File: src/rtl/irq_controller.sv
// Fixed-priority interrupt controller: arbitrates latched source flags, requests the CPU,
// and returns a one-hot clear pulse to the selected detector on acknowledge.
module irq_controller #(
    parameter int                  NUM_SRC       = 8,
    parameter int                  ID_W          = 3,
    parameter int                  ADDR_W        = 32,
    parameter logic [ADDR_W-1:0]   VECTOR_BASE   = 32'h0000_0100,
    parameter int                  VECTOR_STRIDE = 4
) (
    input  logic                 clk,
    input  logic                 reset,
    input  logic [NUM_SRC-1:0]   irq_flags,
    input  logic [NUM_SRC-1:0]   src_enable,
    input  logic                 global_enable,
    output logic                 irq_req,
    output logic [ID_W-1:0]      irq_id,
    output logic [ADDR_W-1:0]    isr_addr,
    input  logic                 irq_ack,
    input  logic                 eoi,
    output logic [NUM_SRC-1:0]   flag_clear,
    output logic                 in_service,
    output logic [NUM_SRC-1:0]   pending
);

    typedef enum logic [1:0] {
        IDLE    = 2'd0,
        REQUEST = 2'd1,
        SERVICE = 2'd2
    } state_t;

    localparam logic [ADDR_W-1:0] STRIDE_W = ADDR_W'(VECTOR_STRIDE);

    state_t               state_reg,      state_next;
    logic                 irq_req_reg,    irq_req_next;
    logic [ID_W-1:0]      irq_id_reg,     irq_id_next;
    logic [ADDR_W-1:0]    isr_addr_reg,   isr_addr_next;
    logic [NUM_SRC-1:0]   flag_clear_reg, flag_clear_next;
    logic                 in_service_reg, in_service_next;

    logic [NUM_SRC-1:0]   masked;
    logic [NUM_SRC:0]     found_below;
    logic [NUM_SRC-1:0]   winner_onehot;
    logic [NUM_SRC-1:0]   id_decode;
    logic [ID_W-1:0]      winner_id;
    logic                 any_pending;
    logic                 id_still_pending;

    assign masked      = irq_flags & src_enable;
    assign any_pending = |masked;

    // found_below[i] is set when some source with index < i is pending, so the
    // lowest-index pending source is the only one left in winner_onehot.
    assign found_below[0] = 1'b0;

    generate
        for (genvar gi = 0; gi < NUM_SRC; gi++) begin : g_prio
            assign winner_onehot[gi]   = masked[gi] & ~found_below[gi];
            assign found_below[gi + 1] = found_below[gi] | masked[gi];
            assign id_decode[gi]       = (irq_id_reg == ID_W'(gi));
        end
    endgenerate

    always_comb begin
        winner_id = '0;
        for (int i = 0; i < NUM_SRC; i++) begin
            if (winner_onehot[i]) begin
                winner_id = winner_id | ID_W'(i);
            end
        end
    end

    // Decoded compare avoids indexing masked[] with an ID that may be wider than the vector.
    assign id_still_pending = |(masked & id_decode);

    always_comb begin
        state_next      = state_reg;
        irq_req_next    = irq_req_reg;
        irq_id_next     = irq_id_reg;
        isr_addr_next   = isr_addr_reg;
        in_service_next = in_service_reg;
        flag_clear_next = '0;

        case (state_reg)
            IDLE: begin
                if (global_enable && any_pending) begin
                    state_next    = REQUEST;
                    irq_req_next  = 1'b1;
                    irq_id_next   = winner_id;
                    isr_addr_next = VECTOR_BASE + (ADDR_W'(winner_id) * STRIDE_W);
                end
            end

            REQUEST: begin
                // Acknowledge takes precedence over a simultaneous withdrawal.
                if (irq_ack) begin
                    state_next      = SERVICE;
                    irq_req_next    = 1'b0;
                    in_service_next = 1'b1;
                    flag_clear_next = id_decode;
                end else if (!id_still_pending || !global_enable) begin
                    state_next   = IDLE;
                    irq_req_next = 1'b0;
                end
            end

            SERVICE: begin
                if (eoi) begin
                    state_next      = IDLE;
                    in_service_next = 1'b0;
                end
            end

            default: begin
                state_next      = IDLE;
                irq_req_next    = 1'b0;
                in_service_next = 1'b0;
            end
        endcase
    end

    always_ff @(posedge clk or posedge reset) begin
        if (reset) begin
            state_reg      <= IDLE;
            irq_req_reg    <= 1'b0;
            irq_id_reg     <= '0;
            isr_addr_reg   <= '0;
            flag_clear_reg <= '0;
            in_service_reg <= 1'b0;
        end else begin
            state_reg      <= state_next;
            irq_req_reg    <= irq_req_next;
            irq_id_reg     <= irq_id_next;
            isr_addr_reg   <= isr_addr_next;
            flag_clear_reg <= flag_clear_next;
            in_service_reg <= in_service_next;
        end
    end

    assign irq_req    = irq_req_reg;
    assign irq_id     = irq_id_reg;
    assign isr_addr   = isr_addr_reg;
    assign flag_clear = flag_clear_reg;
    assign in_service = in_service_reg;
    assign pending    = masked;

endmodule
File: config.mk
export PLATFORM = sky130hd
export DESIGN_NAME = irq_controller
export DESIGN_NICKNAME = d
export VERILOG_FILES = /design/src/rtl/irq_controller.sv
export SDC_FILE = /design/constraint.sdc
export NUM_CORES = 1
export LEC_CHECK = 0
export ABC_AREA = 1
export BUFFER_PORTS_ARGS = -buffer_cell sky130_fd_sc_hd__buf_2
export CORE_MARGIN = 1
export CORE_UTILIZATION = 42
export DETAILED_ROUTE_END_ITERATION = 10
export MAX_ROUTING_LAYER = met4
export PLACE_DENSITY = 0.83
export SLEW_MARGIN = 20
export SYNTH_ARGS = -nofsm -noshare
export SYNTH_HDL_FRONTEND = slang
export SYNTH_SLANG_ARGS = --single-unit
File: constraint.sdc
create_clock -name clk -period 1.5 [get_ports clk]
set_input_delay 0 -clock clk [delete_from_list [all_inputs] [get_ports clk]]
set_output_delay 0 -clock clk [all_outputs]
set_load 0.03 [all_outputs]
### Word level (Yosys, flattened, before mapping)

Index checks and enable logic that the tools add are counted.

| word-level totals | value |
|---|---|
| flip-flop bits (word level) | 47 |
| bits of input ports | 21 |
| output and inout port bits | 53 |

| operators by class | value |
|---|---|
| $add $sub $neg | 1 |
| eq/ne operators | 13 |
| muxes and demuxes | 21 |
| bitwise operators | 24 |
| reductions and logical operators | 12 |

Operators with widths:

| operator | number |
|---|---|
| 8-bit bitwise AND | 2 |
| 8-bit 2-to-1 mux | 2 |
| 8-bit OR reduction | 2 |
| 3-bit == test, second input constant | 4 |
| 2-bit 2-to-1 mux | 6 |
| 3-bit 2-to-1 mux | 4 |
| 9-bit by 5-bit adder with 10-bit output, first input constant | 1 |
| 1-bit inverter | 9 |
| 3-bit AND reduction | 3 |
| 1-bit bitwise AND | 7 |
| 3-bit by 2-bit == test with 1-bit output, second input constant | 2 |
| 1-bit 2-to-1 mux | 6 |
| 2-bit != test, second input constant | 3 |
| 1-bit OR | 6 |
| 1-bit case mux with 3 select lines | 2 |
| 2-bit case mux with 3 select lines | 1 |
| 3-bit by 1-bit == test with 1-bit output, second input constant | 1 |
| 3-bit logical NOT | 1 |
| 3-bit != test, second input constant | 1 |
| 2-bit by 1-bit == test with 1-bit output, second input constant | 1 |
| 2-bit == test, second input constant | 1 |
| 1-bit logical NOT | 2 |
| 2-bit logical NOT | 1 |
| 2-bit AND reduction | 1 |
| 2 further kinds | 2 |

### Logic depth before layout (Yosys ltp)

| depth | value |
|---|---|
| depth in word-level cells | 11 |
| mapped depth | 11 |
| depth with buffers taken out | 10 |

### Worst setup path after synthesis

Ideal clock, no wire load.

| timing | value |
|---|---|
| path kind | reg2reg |
| from | register irq_id_reg[0], in the netlist irq_id[0] |
| to | register irq_req_reg, in the netlist irq_req |
| data arrival time | 1207 ps |
| required time | 1382 ps |
| setup slack | 175 ps |
| stages on the path, launching flop included | 11 |
| path buffers | 1 |
| period minus slack after synthesis | 1325 ps |
| cells stage by stage | dfrtp_1 -> buf_6 -> nor2_2 -> nand3_1 -> nand2_1 -> nor2_1 -> nand2_1 -> nand2_1 -> nand2_1 -> nand2_1 -> nand2_1 |

| between the ends | value |
|---|---|
| word-level cells in the longest chain between the ends | 7 |

Ends and longest elaborated chain:

| element | line | RTL |
|---|---|---|
| start: declaration | 35 | `logic [ID_W-1:0] irq_id_reg, irq_id_next;` |
| start signal: assignment | 132 | `irq_id_reg <= irq_id_next;` |
| 3-bit by 1-bit == test with 1-bit output (tied with other cells) | 59 | `assign id_decode[gi] = (irq_id_reg == ID_W'(gi));` |
| 8-bit bitwise AND (*) | 73 | `assign id_still_pending = \|(masked & id_decode);` |
| 8-bit OR reduction (*) | 73 |  |
| 1-bit logical NOT (*) | 100 | `end else if (!id_still_pending \|\| !global_enable) begin` |
| 1-bit logical OR (*) | 100 |  |
| 3-bit != test (no source line) (*) | - |  |
| 3-bit AND reduction (no source line) (*) | - |  |
| end signal: assignment | 131 | `irq_req_reg <= irq_req_next;` |
| end: declaration | 34 | `logic irq_req_reg, irq_req_next;` |

Mark *: on every way between the ends. The rest lies on a longest branch, timed or not.
A chain may end at the register's enable or synchronous reset.

### Worst setup path after layout

Ends and elaborated chain as after synthesis.

==> out/qor.csv <==
stage,metric,value,unit
outcome,outcome,"complete, no violations",
global_route,vias in the first global route,741,
setup_path,max incr delay on CP,0.61,ns
clock_tree,Clock Pin Slew Worst Setup and Hold Paths,0.09,ns
placed_design,GP Congestion,0.874,
placed_design,pre-CTS setup slack,0.185,ns
detailed_routing,DRC Markers,0,
clock_tree,# clock sinks,16,
die,Die Area,2890,µm²
sta,"Min Clock Period, post-route",1.33,ns
placed_design,number of I/O port buffers,45,
setup_path,"Slowest-stage cell, CP",dfrtp_1,
pwr,clock power share,17.2,%
layout,Total Nets Final,213,
pwr,Pint,834,µW
clock_tree,CTS tree,yes,
setup_path,CP dominant cell by count,nand2_1,
flow_run,Max-Cap Viols,0,
detailed_routing,DRT Wirelength,2050,µm
sta,Final Hold Fails,0,
layout,P&R area growth vs syn,13.7,%
pwr,proportion of power drawn by combinational gates,44.2,%
pwr,Reg power frac,38.6,%
placed_design,placed insts,215,
setup_path,crit path cell chain,nor2_2 -> nand3_1 -> nand2_1 -> nor2_1 -> nand2_1 -> nand2_1 -> nand2_1 -> nand2_1 -> nand2_1,
clock_tree,Inserted Clock Buffers,3,
synthesis,Gate Count Post-Synth,147,
sta,Slew headroom,61.4,%
die,vertical die dimension,53.7,µm
clock_tree,clock buffer depth,2,
detailed_routing,DRT iter0 DRCs,23,
detailed_routing,wire per inst,9.29,µm
pwr,Psw,783,µW
pwr,Leak Pwr,0.000815,µW
placed_design,DP HPWL,1680,µm
sta,"Slew Viols, Final",0,
synthesis,warnings from Yosys,0,
clock_tree,post-CTS setup buffer count,0,
detailed_routing,DRT Pass-1 Iters,4,
die,Die Wd,53.7,µm
synthesis,"Cell Area, Synth",1120,µm²
layout,Post-Layout Cell Count,221,
sta,period utilization,88.7,%
worst_hold_path,Worst Hold Class,primary input to flop,
sta,final setup vio count,0,
synthesis,"Seq/Total Area, Yosys",35.6,%
pwr,Total Power,1620,µW
layout,Util after Layout,51.1,%
detailed_routing,Antenna Nets Post-Route,0,
synthesis,Yosys cell types,21,
sta,RSZ-0062 raised after global routing,no,
sta,post-route setup slack,0.170,ns
pwr,peak supply drop,0.000613,V
die,row count,18,
layout,max FFs per register,8,
setup_path,Crit Path Max Fanout,10,
layout,n_diodes,0,
pwr,sw frac,48.4,%
sta,setup tns final,0,ns
synthesis,Synth Area per Inst,7.64,µm²
global_route,first-pass GRT wire length,3080,µm
pwr,Cell Pwr Density,1270,nW/µm²
detailed_routing,via count,934,
die,Initial Util,44.9,%
sta,Tightest Pin Transition,0.578,ns
die,Core Region,2500,µm²
clock_tree,H-tree depth,1,
setup_path,critical path arrival,1.51,ns
setup_path,CP Launch Type,flop,
sta,Achievable Freq,0.752,GHz
die,# IOs,74,
layout,share of cells above drive strength 1,31.9,%
global_route,grt total ovfl,0,
setup_path,critical path endpoint category,flop,
global_route,total track usage,15.3,%
sta,Final Skew,0.00579,ns
setup_path,Critical Path RT,1.68,ns
clock_tree,Root Buffer,clkbuf_4,
clock_tree,clock latency on the worst-skew pair,0.28,ns
synthesis,#FFs+latches synth,16,
detailed_routing,vias per cell,4.23,
setup_path,WS Path Type,flop to flop,
global_route,largest net degree at the start of global routing,17,
global_route,initial antenna violation count,0,
critical path, delay by kind of cell, from the launching register on:
kind | cells | cell delay (ns)
and+or+nand+nor | 9 | 0.62
DFF | 1 | 0.61
per-layer routing:
metal / track usage (%) / up-vias / wire length [µm]
met5: - / - / 0
met4: 6.58 / 0 / 15
met3: 1.69 / 2 / 151
met2: 25.9 / 48 / 1000
met1: 18.1 / 397 / 884
li1: - / 487 / -
final cells by class:
cell class	instances	area [µm²]
repair buffers	47	245
flip-flops and latches	16	400
inverters	22	90.1
multi-input cells	102	468
well taps	30	37.5
fillers	274	1220
clock buffers	4	36.3
cells in the final DEF (no fill, tap or decap):
cell type	count
inv_4	3
dfrtp_1	16
o21ai_2	1
nand3_1	9
or2_1	1
clkbuf_8	1
o211ai_1	1
conb_1	28
nand2_4	1
nor2_1	8
nor2_4	1
a21oi_1	1
dlygate4sd3_1	2
nor3_1	4
nand4_1	2
clkbuf_4	3
nor2_2	3
nor4_1	6
buf_2	45
nand2_2	3
nand2_1	28
o21ai_0	5
inv_1	19
metrics by stage:
step / hold slack [ns] / cell area (µm²)
floorplan: -0.0863 / 1220
global placement: 0.0800 / 1220
detailed placement: 0.0933 / 1220
CTS: 0.0716 / 1280
global route: 0.104 / 1280
finish: 0.0719 / 1280
synth_stat cells:
cell | number | share of area, %
buf_4 | 31 | 21
nand2_1 | 28 | 9.4
inv_1 | 19 | 6.3
dfrtp_1 | 16 | 36
nand3_1 | 9 | 4.0
nor2_1 | 8 | 2.7
nor4_1 | 6 | 3.3
o21ai_0 | 5 | 2.2
nor3_1 | 4 | 1.8
buf_6 | 3 | 3.0
inv_4 | 3 | 1.7
nand2_2 | 3 | 1.7
nor2_2 | 3 | 1.7
nand4_1 | 2 | 1.1
a21oi_1 | 1 | 0.45
conb_1 | 1 | 0.33
nand2_4 | 1 | 1.0
nor2_4 | 1 | 1.0
o211ai_1 | 1 | 0.67
o21ai_2 | 1 | 0.78
or2_1 | 1 | 0.56
path summary, 6_finish.rpt:
path | startpoint | end | slack (ns) | depth (start not counted)
setup / recovery | irq_id[0] | irq_req | 0.17 | 9
hold / removal | global_enable | state_reg[0] | 0.07 | 5
setup reg to reg | irq_id[0] | irq_req | 0.17 | 9
hold reg to reg | isr_addr[8] | isr_addr[8] | 0.47 | 1
max in group asynchronous | reset | flag_clear[3] | 0.81 | 3
min in group asynchronous | reset | flag_clear[6] | 0.31 | 3
repair_timing:
item / in CTS / in global routing
hold buffers: 2 / 0
resized for setup: 0 / 0
endpoints found under the hold margin: 17 / 0
kinds of logic (layout without fill, tap and decap cells):
logic type             after synthesis  in the layout  share of synthesized area (%)
other                                1             28                          0.334
buffers and inverters               56             73                           31.7
flip-flops                          16             16                           35.6
AND/OR/NAND/NOR                     66             66                           28.2
AO/OA/AOI/OAI                        8              8                           4.12
power groups by stage:
| stage | Sequential (µW) | Clock [µW] | Combinational, µW |
|---|---|---|---|
| after floorplan | 681 | 0 | 626 |
| after global placement | 628 | 0 | 706 |
| after CTS | 623 | 282 | 718 |
| after global routing | 638 | 299 | 776 |
| after detailed placement | 632 | 0 | 711 |
| final | 623 | 278 | 715 |
Power figures use the tool's default switching activity.
